**config.mk**
```make
export PLATFORM = sky130hd
export DESIGN_NAME = mem_scheduler
export DESIGN_NICKNAME = d
export VERILOG_FILES = /design/src/rtl/mem_scheduler_pkg.sv /design/src/rtl/mem_scheduler_refresh_timer.sv /design/src/rtl/mem_scheduler.sv
export SDC_FILE = /design/constraint.sdc
export NUM_CORES = 1
export LEC_CHECK = 0
export BUFFER_PORTS_ARGS = -buffer_cell sky130_fd_sc_hd__buf_4
export CAP_MARGIN = 40
export CORE_MARGIN = 2
export CORE_UTILIZATION = 35
export DETAILED_ROUTE_END_ITERATION = 12
export SLEW_MARGIN = 40
export SYNTH_ARGS = -nofsm -noshare
export SYNTH_HDL_FRONTEND = slang
export SYNTH_SLANG_ARGS = --single-unit
```
**constraint.sdc**
```tcl
create_clock -name clk -period 3.65 [get_ports clk]
set_input_delay 0.73 -clock clk [delete_from_list [all_inputs] [get_ports clk]]
set_output_delay 0.73 -clock clk [all_outputs]
set_load 0.02 [all_outputs]
```
**src/rtl/mem_scheduler_pkg.sv**
```systemverilog
// Shared types and defaults for the SDRAM request scheduler.
package mem_scheduler_pkg;

   localparam int ADDR_W_DEF         = 22;
   localparam int FREQ_MHZ           = 50;
   // One row refresh every 8 us at the core clock.
   localparam int REFRESH_PERIOD_DEF = FREQ_MHZ * 8;
   localparam int REFRESH_DEFER_DEF  = 64;

   typedef enum logic [1:0] {
      S_IDLE,
      S_CMD,
      S_WAIT
   } state_e;

   typedef enum logic [2:0] {
      REQ_NONE,
      REQ_LDR,
      REQ_REF,
      REQ_CPU,
      REQ_PPU
   } req_e;

   // Loader > urgent refresh > CPU > PPU > normal refresh.
   function automatic req_e pick_winner(input logic ldr, input logic rf_urgent,
                                        input logic cpu, input logic ppu,
                                        input logic rf_pend);
      if (ldr)       return REQ_LDR;
      if (rf_urgent) return REQ_REF;
      if (cpu)       return REQ_CPU;
      if (ppu)       return REQ_PPU;
      if (rf_pend)   return REQ_REF;
      return REQ_NONE;
   endfunction

endpackage

```
**src/rtl/mem_scheduler_refresh_timer.sv**
```systemverilog
// Periodic refresh request generator with a starvation (defer) limit.
module refresh_timer
   import mem_scheduler_pkg::*;
#(
   parameter int REFRESH_PERIOD = REFRESH_PERIOD_DEF,
   parameter int REFRESH_DEFER  = REFRESH_DEFER_DEF
) (
   input  logic clk,
   input  logic resetn,
   input  logic refresh_taken,
   output logic refresh_pending,
   output logic refresh_urgent,
   output logic overrun
);

   localparam int PW = $clog2(REFRESH_PERIOD);
   localparam int DW = $clog2(REFRESH_DEFER + 1);
   localparam logic [PW-1:0] RELOAD    = PW'(REFRESH_PERIOD - 1);
   localparam logic [DW-1:0] DEFER_MAX = DW'(REFRESH_DEFER);

   logic [PW-1:0] r_period;
   logic [DW-1:0] r_defer;
   logic          r_pending;
   logic          r_overrun;
   logic          w_expire;

   assign w_expire = (r_period == '0);

   // NOTE: non-blocking assignments so every register here updates from pre-edge values.
   always_ff @(posedge clk or negedge resetn) begin
      if (!resetn) begin
         r_period  <= RELOAD;
         r_defer   <= '0;
         r_pending <= 1'b0;
         r_overrun <= 1'b0;
      end else begin
         r_period  <= w_expire ? RELOAD : r_period - 1'b1;
         r_overrun <= w_expire && r_pending && !refresh_taken;
         // A new expiry re-arms the request even if the old one is taken this cycle.
         if (w_expire)
            r_pending <= 1'b1;
         else if (refresh_taken)
            r_pending <= 1'b0;
         if (refresh_taken || !r_pending)
            r_defer <= '0;
         else if (r_defer != DEFER_MAX)
            r_defer <= r_defer + 1'b1;
      end
   end

   assign refresh_pending = r_pending;
   assign refresh_urgent  = r_pending && (r_defer == DEFER_MAX);
   assign overrun         = r_overrun;

endmodule

```
**src/rtl/mem_scheduler.sv**
```systemverilog
// Fixed-priority scheduler sharing one SDRAM controller between CPU, PPU,
// ROM loader and refresh; one command in flight at a time.
module mem_scheduler
   import mem_scheduler_pkg::*;
#(
   parameter int ADDR_W         = ADDR_W_DEF,
   parameter int REFRESH_PERIOD = REFRESH_PERIOD_DEF,
   parameter int REFRESH_DEFER  = REFRESH_DEFER_DEF
) (
   input  logic              clk,
   input  logic              resetn,
   input  logic              cpu_rd,
   input  logic              cpu_wr,
   input  logic [ADDR_W-1:0] cpu_addr,
   input  logic [7:0]        cpu_din,
   output logic [7:0]        cpu_dout,
   output logic              cpu_valid,
   input  logic              ppu_rd,
   input  logic [ADDR_W-1:0] ppu_addr,
   output logic [7:0]        ppu_dout,
   output logic              ppu_valid,
   input  logic              ldr_wr,
   input  logic [ADDR_W-1:0] ldr_addr,
   input  logic [7:0]        ldr_din,
   output logic              ldr_done,
   output logic              mem_read_a,
   output logic              mem_read_b,
   output logic              mem_write,
   output logic              mem_refresh,
   output logic [ADDR_W-1:0] mem_addr,
   output logic [7:0]        mem_din,
   input  logic              mem_busy,
   input  logic [7:0]        mem_dout_a,
   input  logic [7:0]        mem_dout_b,
   output logic              err
);

   state_e            r_state;
   req_e              r_winner;
   logic              r_win_cpu_rd;

   logic              r_cpu_pend;
   logic              r_cpu_is_wr;
   logic [ADDR_W-1:0] r_cpu_addr;
   logic [7:0]        r_cpu_din;
   logic              r_ppu_pend;
   logic [ADDR_W-1:0] r_ppu_addr;
   logic              r_ldr_pend;
   logic [ADDR_W-1:0] r_ldr_addr;
   logic [7:0]        r_ldr_din;

   logic              w_cpu_req;
   logic              w_req_err;
   logic              w_ref_pend;
   logic              w_ref_urgent;
   logic              w_ref_taken;
   logic              w_overrun;
   req_e              w_winner;

   assign w_cpu_req   = cpu_rd | cpu_wr;
   assign w_req_err   = (cpu_rd & cpu_wr) | (w_cpu_req & r_cpu_pend) |
                        (ppu_rd & r_ppu_pend) | (ldr_wr & r_ldr_pend);
   assign w_ref_taken = (r_state == S_CMD) && (r_winner == REQ_REF);
   assign w_winner    = pick_winner(r_ldr_pend, w_ref_urgent, r_cpu_pend,
                                    r_ppu_pend, w_ref_pend);

   refresh_timer #(
      .REFRESH_PERIOD(REFRESH_PERIOD),
      .REFRESH_DEFER (REFRESH_DEFER)
   ) u_refresh_timer (
      .clk            (clk),
      .resetn         (resetn),
      .refresh_taken  (w_ref_taken),
      .refresh_pending(w_ref_pend),
      .refresh_urgent (w_ref_urgent),
      .overrun        (w_overrun)
   );

   // A pending requester's flag is only cleared by its own CMD cycle, and a
   // repeat request is only accepted once the flag is clear, so the two never collide.
   always_ff @(posedge clk or negedge resetn) begin
      if (!resetn) begin
         r_cpu_pend  <= 1'b0;
         r_cpu_is_wr <= 1'b0;
         r_cpu_addr  <= '0;
         r_cpu_din   <= '0;
         r_ppu_pend  <= 1'b0;
         r_ppu_addr  <= '0;
         r_ldr_pend  <= 1'b0;
         r_ldr_addr  <= '0;
         r_ldr_din   <= '0;
         err         <= 1'b0;
      end else begin
         if (r_state == S_CMD && r_winner == REQ_CPU) r_cpu_pend <= 1'b0;
         if (r_state == S_CMD && r_winner == REQ_PPU) r_ppu_pend <= 1'b0;
         if (r_state == S_CMD && r_winner == REQ_LDR) r_ldr_pend <= 1'b0;
         if (w_cpu_req && !r_cpu_pend) begin
            r_cpu_pend  <= 1'b1;
            r_cpu_is_wr <= cpu_wr;
            r_cpu_addr  <= cpu_addr;
            r_cpu_din   <= cpu_din;
         end
         if (ppu_rd && !r_ppu_pend) begin
            r_ppu_pend <= 1'b1;
            r_ppu_addr <= ppu_addr;
         end
         if (ldr_wr && !r_ldr_pend) begin
            r_ldr_pend <= 1'b1;
            r_ldr_addr <= ldr_addr;
            r_ldr_din  <= ldr_din;
         end
         if (w_req_err || w_overrun) err <= 1'b1;
      end
   end

   always_ff @(posedge clk or negedge resetn) begin
      if (!resetn) begin
         r_state      <= S_IDLE;
         r_winner     <= REQ_NONE;
         r_win_cpu_rd <= 1'b0;
         mem_read_a   <= 1'b0;
         mem_read_b   <= 1'b0;
         mem_write    <= 1'b0;
         mem_refresh  <= 1'b0;
         mem_addr     <= '0;
         mem_din      <= '0;
         cpu_dout     <= '0;
         cpu_valid    <= 1'b0;
         ppu_dout     <= '0;
         ppu_valid    <= 1'b0;
         ldr_done     <= 1'b0;
      end else begin
         // NOTE: strobes and pulses default low every cycle, so each can last only one clock.
         mem_read_a  <= 1'b0;
         mem_read_b  <= 1'b0;
         mem_write   <= 1'b0;
         mem_refresh <= 1'b0;
         cpu_valid   <= 1'b0;
         ppu_valid   <= 1'b0;
         ldr_done    <= 1'b0;
         case (r_state)
            S_IDLE: begin
               if (!mem_busy && w_winner != REQ_NONE) begin
                  r_winner <= w_winner;
                  r_state  <= S_CMD;
                  case (w_winner)
                     REQ_LDR: begin
                        mem_write <= 1'b1;
                        mem_addr  <= r_ldr_addr;
                        mem_din   <= r_ldr_din;
                     end
                     REQ_REF: mem_refresh <= 1'b1;
                     REQ_CPU: begin
                        mem_write    <= r_cpu_is_wr;
                        mem_read_a   <= !r_cpu_is_wr;
                        r_win_cpu_rd <= !r_cpu_is_wr;
                        mem_addr     <= r_cpu_addr;
                        mem_din      <= r_cpu_din;
                     end
                     REQ_PPU: begin
                        mem_read_b <= 1'b1;
                        mem_addr   <= r_ppu_addr;
                     end
                     default: ;
                  endcase
               end
            end
            S_CMD: r_state <= S_WAIT;
            S_WAIT: begin
               if (!mem_busy) begin
                  r_state  <= S_IDLE;
                  r_winner <= REQ_NONE;
                  case (r_winner)
                     REQ_LDR: ldr_done <= 1'b1;
                     REQ_CPU: begin
                        cpu_valid <= 1'b1;
                        if (r_win_cpu_rd) cpu_dout <= mem_dout_a;
                     end
                     REQ_PPU: begin
                        ppu_valid <= 1'b1;
                        ppu_dout  <= mem_dout_b;
                     end
                     default: ;
                  endcase
               end
            end
            default: r_state <= S_IDLE;
         endcase
      end
   end

endmodule

```
**Word-level counts from Yosys, hierarchy flattened**

Cells that the tools add are included.

- Reductions and logical operators: 38
- Equal/unequal tests: 14
- Muxes and demuxes: 65
- Add/subtract/negate cells: 2
- Bitwise logic cells: 9

Operator list:

| cell | number |
|---|---|
| 22-bit one-hot mux with 3 select lines | 1 |
| 1-bit 2-to-1 mux | 43 |
| 3-bit 2-to-1 mux | 12 |
| 8-bit one-hot mux with 2 select lines | 1 |
| 3-bit AND reduction | 5 |
| 7-bit 2-to-1 mux | 2 |
| 2-bit nonzero test | 7 |
| 3-bit by 2-bit == test with 1-bit output (second input constant) | 4 |
| 1-bit logical AND | 11 |
| 9-bit zero test | 1 |
| 9-bit 2-to-1 mux | 1 |
| 9-bit by 1-bit subtractor with 9-bit output (second input constant) | 1 |
| 7-bit by 1-bit adder with 7-bit output (second input constant) | 1 |
| 7-bit == test (second input constant) | 1 |
| 1-bit zero test | 7 |
| 7-bit inequality test (second input constant) | 1 |
| 3-bit by 1-bit == test with 1-bit output (second input constant) | 2 |
| 3-bit == test (second input constant) | 2 |
| 2-bit one-hot mux with 3 select lines | 1 |
| 3-bit one-hot mux with 2 select lines | 1 |
| 3-bit nonzero test | 2 |
| 1-bit AND | 4 |
| 2-bit 2-to-1 mux | 2 |
| 2-bit inequality test (second input constant) | 2 |
| other kinds (9) | 13 |

- Bits in registers: 164
- Output and inout port bits: 54
- Word-level logic and storage cells: 156
- Bits of input ports: 105

**Depth between registers and ports, before layout**

Gate-level depths: netlist of the first run.

- Word-level depth: 22
- Depth in mapped cells: 6
- Mapped depth without buffers: 5

**By module**

From an unflattened synthesis of the first run, not the netlist that was laid out.

- Cell total of the unflattened synthesis: 528
- Area total of the unflattened synthesis: 6811.5 µm²

Modules (own cells, without submodules):

| module | instances | cells an instance | area an instance (µm²) | sequential area each (µm²) |
|---|---|---|---|---|
| mem_scheduler | 1 | 444 | 5957.0 | 3653.5 |
| refresh_timer | 1 | 84 | 854.6 | 457.9 |

**Worst setup path after synthesis of the first run**

No wires, ideal clock.

- Kind: input port to flip-flop
- From: in mem_busy
- To: reg mem_din[0]
- Buffers on the path: 1
- Arrival time: 1.919 ns
- Stages on the path: 4
- Required time: 3.527 ns
- Library setup time: 0.123 ns
- Slack: 1.609 ns
- Cells stage by stage: or4b_2 clkbuf_1 or2_2 o221a_2

- Longest elaborated chain between the ends: 3

Ends and longest elaborated chain:

| item | line | RTL |
|---|---|---|
| from (decl) | mem_scheduler.sv:32 | `input logic mem_busy,` |
| 1-bit zero test | - |  |
| 1-bit logical AND | mem_scheduler.sv:143 | `if (!mem_busy && w_winner != REQ_NONE) begin` |
| 3-bit AND reduction (no source line) | - |  |
| to (signal assigned) | mem_scheduler.sv:150 | `mem_din <= r_ldr_din;` |
| to (signal assigned) | mem_scheduler.sv:158 | `mem_din <= r_cpu_din;` |
| to (decl) | mem_scheduler.sv:31 | `output logic [7:0] mem_din,` |

No other way between the ends.
A chain may end at the register's enable or synchronous reset.

**Final worst setup path of the first run**

- From: reg r_ldr_pend
- To: reg mem_addr[18]

- Longest elaborated chain between the ends: 5

Ends and longest elaborated chain:

| item | line | RTL |
|---|---|---|
| from (decl) | mem_scheduler.sv:48 | `logic r_ldr_pend;` |
| from (signal assigned) | mem_scheduler.sv:89 | `r_ldr_pend <= 1'b0;` |
| from (signal assigned) | mem_scheduler.sv:96 | `if (r_state == S_CMD && r_winner == REQ_LDR) r_ldr_pend <= 1'b0;` |
| from (signal assigned) | mem_scheduler.sv:108 | `r_ldr_pend <= 1'b1;` |
| 1-bit 2-to-1 mux (*) | mem_scheduler_pkg.sv:28 | `if (ldr) return REQ_LDR;` |
| 3-bit 2-to-1 mux (*) | mem_scheduler_pkg.sv:29 | `if (rf_urgent) return REQ_REF;` |
| 3-bit by 2-bit == test with 1-bit output, or another cell as far along | mem_scheduler.sv:146 | `case (w_winner)` |
| 3-bit nonzero test (no source line) / 1-bit logical AND (equally long branches) | - |  |
| 3-bit AND reduction (no source line) | - |  |
| to (signal assigned) | mem_scheduler.sv:149 | `mem_addr <= r_ldr_addr;` |
| to (signal assigned) | mem_scheduler.sv:157 | `mem_addr <= r_cpu_addr;` |
| to (signal assigned) | mem_scheduler.sv:162 | `mem_addr <= r_ppu_addr;` |
| to (decl) | mem_scheduler.sv:30 | `output logic [ADDR_W-1:0] mem_addr,` |

Mark *: on every way between the ends. The rest lies on a longest branch, timed or not.

==> results of run 1 <==
## cell families after synthesis
logic type      share of synthesized area [%]
xor+xnor                               0.7606
simple gates                            7.713
flops                                   59.50
fa+ha+maj                              0.5432
compound gates                          11.68
buf+inv                                 3.530
mux                                     16.28
## area by class of cell
cell class	count	share of cell area, %
Inverter	30	1.247
Clock buffer	19	5.017
Multi-Input combinational cell	291	28.64
Sequential cell	164	45.54
Tap cell	265	3.672
Clock inverter	13	1.649
Timing Repair Buffer	167	14.23
## per-layer routing
metal	routed length [um]	up-vias
met1	7347	2390
met5	11	-
li1	-	2182
met4	337	2
met2	8355	138
met3	948	23
## sequential cells by signal, indices dropped and copies added (netlist names), 2 cells and up
name                      flops
cpu_dout                      8
mem_addr                     22
mem_din                       8
ppu_dout                      8
r_cpu_addr                   22
r_cpu_din                     8
r_ldr_addr                   22
r_ldr_din                     8
r_ppu_addr                   22
r_state                       2
r_winner                      3
u_refresh_timer.r_defer       7
u_refresh_timer.r_period      9
## cells in the mapped netlist, types with 2 or more instances
cell,number
a21oi_1,9
clkbuf_1,15
inv_1,30
or3_1,3
a221oi_1,2
a221oi_2,20
dfstp_2,6
nor2b_1,5
ha_1,3
o221a_2,9
o21ai_0,7
or3_2,3
nand3b_1,3
buf_1,6
a31oi_1,2
o41ai_1,2
xor2_1,3
nor3b_1,3
a32o_1,2
nand2b_1,4
or2_2,11
o31ai_1,3
dfrtp_1,158
xnor2_1,3
or4_1,3
nor2_1,31
nor3_1,4
and3_1,3
nand3_1,6
nand2_1,9
buf_2,5
mux2_2,99
buf_6,2
a22oi_1,22
## worst max path at each step
| stage | to | slack (ns) | depth (start not counted) |
|---|---|---|---|
| floorplan | mem_din[0] | 1.61 | 4 |
| global placement | mem_din[6] | 1.18 | 4 |
| detailed placement | mem_din[4] | 1.16 | 4 |
| CTS | mem_addr[18] | 1.31 | 4 |
| global route | mem_addr[18] | 1.16 | 4 |
| finish | mem_addr[18] | 1.34 | 4 |
## per-stage QoR
| step | std cells | power [mW] | cell area (sq um) | hold WS (ns) | utilization, % |
|---|---|---|---|---|---|
| 2_1_floorplan | 514 | 4.502 | 6910 | 0.4344 | - |
| 3_3_place_gp | 915 | 5.316 | 8377 | 0.4669 | 43.18 |
| 3_5_place_dp | 917 | 5.443 | 8427 | 0.4743 | 43.44 |
| 4_1_cts | 949 | 7.276 | 9029 | 0.3627 | 46.54 |
| 5_1_grt | 949 | 7.625 | 9029 | 0.3960 | 46.54 |
| 6_report | 949 | 7.193 | 9029 | 0.3280 | 46.54 |
## power by group
part / switching [mW] / internal, mW
Combinational: 1.15 / 1.24
Sequential: 0.476 / 2.53
Clock: 0.742 / 1.05
Total: 2.37 / 4.82
## critical path, delay by kind of cell, from the launching register on
family | cells | cell delay (ns)
compound gates | 2 | 0.70
simple gates | 1 | 0.58
flops | 1 | 0.56
buf+inv | 1 | 0.33
==> reports/metrics.csv, run 1 <==
metric,value,unit
outcome,"finished, final reports clean",
DRT antenna net count,0,
gr busiest metal,met2,
vias per std cell,4.989,
Crit. End Element,flip-flop,
"Clk Latency, worst-skew pair",0.43,ns
overall routed net length,17.00,mm
Filler cells,1772,
Final Skew,0.008828,ns
Slew @ Worst Pin,0.7414,ns
Area growth syn-to-layout,30.65,%
R2R setup slack,1.34,ns
Final HPWL DP,12.21,mm
drt first pass iters,4,
Reg area,4111,sq um
area occupied by multi-input gates,2586,sq um
hold buffer count at cts,0,
clock sinks,164,
Post-synth EDFFs,0,
vias in the first global route,4913,
Synth area leader,dfrtp_1,
Wirelength per Cell,17.91,um
number of remaining DRC errors,0,
"Hold Vio Cnt, Final",0,
largest net degree at the start of global routing,81,
Ports,159,
CP arrival,2.61,ns
worst reg2reg startpoint,r_ldr_pend,
CP peak stage delay,0.62,ns
Critical Setup Path Class,flip-flop to flip-flop,
CTS Buf Count,17,
routability congestion estimate,0.8549,
Worst Setup SP,r_ldr_pend,
Post-Synthesis Cells,514,
Final Setup Violations,0,
CORE AREA,19400,sq um
crit path cell chain,nor4_2 > o211a_1 > buf_4 > a221oi_2,
die height,144.5,um
most frequent cells in the layout,"buf_4 (164), dfrtp_1 (158), mux2_2 (99), nor2_1 (31), inv_1 (30)",
postcts setup bufs,0,
RSZ-0062 raised after global routing,false,
die area,20880,sq um
global-route wire length before repair,26.54,mm
initial antenna violation count,1,
Max Fclk,0.4331,GHz
Reg2Reg Depth,4,
reg2reg end,mem_addr[18],
"Cell Area, Synth",6910,sq um
GR Layer Usage met3,4.702,%
nets@finish,779,
"leading cell type in the layout, fill and taps excluded",buf_4,
top_reg_cell synth,dfrtp_1,
Fin Setup TNS,0,ns
global routing met2 resource utilization,27.81,%
Root Driver,clkbuf_16,
Tcrit/Tclk final,63.26,%
CTS resizes,0,
total number of vias,4735,
CTS tree,yes,
Avg Inst Size Synth,13.44,sq um
DP Worst Slack,1.157,ns
ratio of cells with drive above 1 in the final layout,52.05,%
Slew Limit Fails,0,
Ys Warns,0,
Mapped Nets,622,
Starting DRT DRC Count,258,
power density cells,796.7,nW/um^2
clk slew on worst S/H paths,0.06,ns
Rel. slew slack,50.28,%
I/O Buffers,158,
max-cap check violation count,0,
GRT overflow,0,
CTS max path bufs,2,
asr flop ratio synth,100.0,%
initial core utilization,35.62,%
maximum vdd ir drop,0.3923,mV
"Data required, critical path",3.95,ns
Lkg Pwr,4.155,nW
num rows,51,
# diodes,0,
min Tclk post-route,2.309,ns
Global Route Usage Sum,16.85,%
met1 global-route usage,21.41,%
sequential area share after synthesis,59.50,%
Synth area leaders,"dfrtp_1 (57%), mux2_2 (16%), a221oi_2 (4.3%)",
setup ws final,1.341,ns
top cell type's share of synthesized area,57.22,%
H-tree Lvls,4,
Hold WC Path Type,input pin to asynchronous set/reset pin,
die width,144.5,um
crit start category,flip-flop,
Yosys reg bits,164,
"Max FO, Critical Path",12,
Critical Path Slowest Stage Cell,o211a_1,
post-synth cell types,52,
(Power assumes the default switching activity.)
==> run 2, diff against run 1 <==
Settings changed: ABC_AREA set to 1.
Clock period 3.65 ns to 2.4 ns, I/O delays scaled along.
==> run 2 against run 1 <==
  * Die area rose by 2.7%
  * Total power rose by 56%
  * Maximum frequency is 21% higher
  * Non-clock buffer count increased by 13
  * Critical path type unchanged
  * Routed wire length up 9.8%
  * Largest power group unchanged
  * Area after synthesis rose by 2.8%
  * Clock power increased by 67%
  * Synthesized cell count increased by 42%
==> reports/metrics.csv, run 2 <==
metric,value,unit,change
clock sinks,164,,unchanged
Tcrit/Tclk final,79.74,%,+16 points
met2 WL post-DR,8.239,mm,-1.4%
asr flop ratio synth,100.0,%,unchanged
GRT overflow,0,,unchanged
Slew @ Worst Pin,0.6106,ns,-0.1308 ns
CORE AREA,20100,sq um,+3.6%
initial core utilization,35.34,%,-0.28 points
top layer used by detailed routing,met4,,
largest net degree at the start of global routing,53,,-35%
Root Driver,clkbuf_16,,
most frequent cells in the layout,"nand2_1 (225), buf_4 (176), dfrtp_1 (158), nand3_1 (103), mux2_2 (52)",,
Lkg Pwr,4.699,nW,+13%
maximum vdd ir drop,0.6157,mV,+57%
outcome,"finished, final reports clean",,
crit path cell chain,inv_2 > nand4_2 > nand3_4 > clkinv_4 > nand2_4 > nand2_4 > nand2_1 > nand2_1,,
min Tclk post-route,1.914,ns,-0.3953 ns
Synth area leaders,"dfrtp_1 (56%), nand2_1 (12%), mux2_2 (8.2%)",,
Avg Inst Size Synth,9.707,sq um,-28%
# diodes,0,,unchanged
Ports,159,,unchanged
"Clk Latency, worst-skew pair",0.43,ns,about the same
top cell type's share of synthesized area,55.64,%,-1.6 points
Filler cells,1976,,+12%
Synth area leader,dfrtp_1,,
RSZ-0062 raised after global routing,false,,
power density cells,1207,nW/um^2,+52%
Starting DRT DRC Count,431,,+67%
drt first pass iters,4,,unchanged
total number of vias,5725,,+21%
Fin Setup TNS,0,ns,unchanged
Crit. End Element,flip-flop,,
ratio of cells with drive above 1 in the final layout,31.02,%,-21 points
final hold slack,0.2412,ns,-0.08684 ns
overall routed net length,18.66,mm,+9.8%
simple-gate share of the synthesized area,25.09,%,+17 points
cell family with most CP delay,simple AND/OR/NAND/NOR gates,,
Ys Warns,0,,unchanged
"leading cell type in the layout, fill and taps excluded",nand2_1,,
post-synth cell types,35,,-33%
top-count cell post-synth,nand2_1,,
Critical Path Slowest Stage Cell,dfrtp_1,,
wl on met1,8.853,mm,+20%
"Data required, critical path",2.72,ns,-1.23 ns
largest family of logic cells by synthesized area,simple AND/OR/NAND/NOR gates,,
Hold WC Path Type,input pin to flip-flop,,
Rel. slew slack,59.16,%,+8.9 points
Final Setup Violations,0,,unchanged
Final HPWL DP,12.75,mm,+4.4%
I/O Buffers,158,,unchanged
CTS max path bufs,2,,unchanged
"Max FO, Critical Path",25,,+13
CTS Buf Count,17,,unchanged
top_reg_cell synth,dfrtp_1,,
die width,146.5,um,+1.4%
global-route wire length before repair,30.23,mm,+14%
CTS tree,yes,,
Slew Limit Fails,0,,unchanged
Final Cell Area,9280,sq um,+2.8%
max-cap check violation count,0,,unchanged
Area growth syn-to-layout,30.60,%,about the same
Crit path buffers/inverters,2,,+1
crit start category,flip-flop,,
sequential area share after synthesis,57.86,%,-1.6 points
CP arrival,2.23,ns,-0.38 ns
H-tree Lvls,4,,unchanged
Wirelength per Cell,15.87,um,-11%
vias in the first global route,5568,,+13%
Post-Synthesis Cells,732,,+42%
die height,146.5,um,+1.4%
adder-cell share of the synthesized area,0.5283,%,-0.015 points
Yosys reg bits,164,,unchanged
area post-placement,8623,sq um,+2.3%
"Cell Area, Synth",7106,sq um,+2.8%
Global Route Usage Sum,17.99,%,+1.1 points
XOR/XNOR Fraction of Synth Area,0.4930,%,-0.27 points
"Hold Vio Cnt, Final",0,,unchanged
routability congestion estimate,0.7914,,-7.4%
number of remaining DRC errors,0,,unchanged
CP peak stage delay,0.45,ns,-0.17 ns
DRT antenna net count,0,,unchanged
num rows,52,,+2.0%
Mapped Nets,840,,+35%
initial antenna violation count,0,,-1
mux contribution to synthesized area,8.241,%,-8.0 points
Post-synth EDFFs,0,,unchanged
Max Fclk,0.5226,GHz,+21%
vias per std cell,4.868,,-2.4%
synth cell count leaders,"nand2_1 (225), dfrtp_1 (158), nand3_1 (104)",,
clk slew on worst S/H paths,0.06,ns,about the same
Synth Area in Compound Gates,2.817,%,-8.9 points
nets@finish,1002,,+29%
wire length on met3,1.264,mm,+33%
Final Skew,0.006441,ns,-0.002387 ns
Critical Setup Path Class,flip-flop to flip-flop,,
die area,21460,sq um,+2.7%
[run 2: metal layers]
layer / vias up / track usage, %
li1: 2744 / -
met1: 2766 / 26.15
met2: 190 / 26.63
met3: 25 / 4.500
met4: 0 / 5.340
met5: - / 0
[run 2: worst reg2reg max path, delay by kind of cell, from the launching register on]
family / cells / cell delay [ns]
and+or+nand+nor: 6 / 1.00
buffers and inverters: 2 / 0.35
DFF: 1 / 0.45
[run 2: final cells by class]
cell class / instances / area [sq um] / area share (%)
clock buffer: 20 / 446.7 / 4.813
clock inverter: 11 / 200.2 / 2.157
multi-input combinational: 491 / 2646 / 28.52
timing repair buffer: 180 / 1383 / 14.90
inverter: 40 / 155.1 / 1.672
sequential: 164 / 4111 / 44.30
tap: 270 / 337.8 / 3.640
[run 2: final timing paths]
kind                                                   from                          end  slack [ns]  depth (start not counted)
worst max-delay path                             r_ldr_pend                 mem_addr[11]        0.49                          8
worst min-delay path                           cpu_addr[13]               r_cpu_addr[13]        0.24                          3
max in group asynchronous                            resetn  u_refresh_timer.r_period[3]        1.16                          3
min in group asynchronous                            resetn                  ppu_dout[4]        0.54                          2
worst max register to register                   r_ldr_pend                 mem_addr[11]        0.49                          8
worst min register to register  u_refresh_timer.r_period[0]  u_refresh_timer.r_period[0]        0.45                          1
[run 2: stage by stage]
stage | total power, mW | util (%) | setup slack, ns | cells
after CTS | 11.30 | 46.16 | 0.4429 | 1176
after floorplan | 6.862 | - | 0.8588 | 732
after global routing | 11.96 | 46.16 | 0.2958 | 1176
final | 11.20 | 46.16 | 0.4863 | 1176
after detailed placement | 8.250 | 42.89 | 0.4547 | 1144
after global placement | 8.205 | 42.89 | 0.5167 | 1144
[run 2: kinds of logic after synthesis]
| group | count (synthesis) |
|---|---|
| AOI/OAI and AO/OA | 37 |
| xor gates and xnor gates | 4 |
| adders and majority gates | 3 |
| buffers and inverters | 77 |
| DFF | 164 |
| muxes | 52 |
| and+or+nand+nor | 395 |
[run 2: power by group]
part,leakage (nW),switching [mW],internal [mW]
logic,2.34,2.07,1.59
clock network,0.307,1.13,1.88
registers,2.05,0.683,3.84
total,4.70,3.89,7.32
[run 2: repair_timing]
action,in CTS,in global routing
hold buffers,1,0
hold endpoints to repair,3,0
setup buffers,0,0
gates resized for setup,0,0
endpoints found under the setup margin,0,0
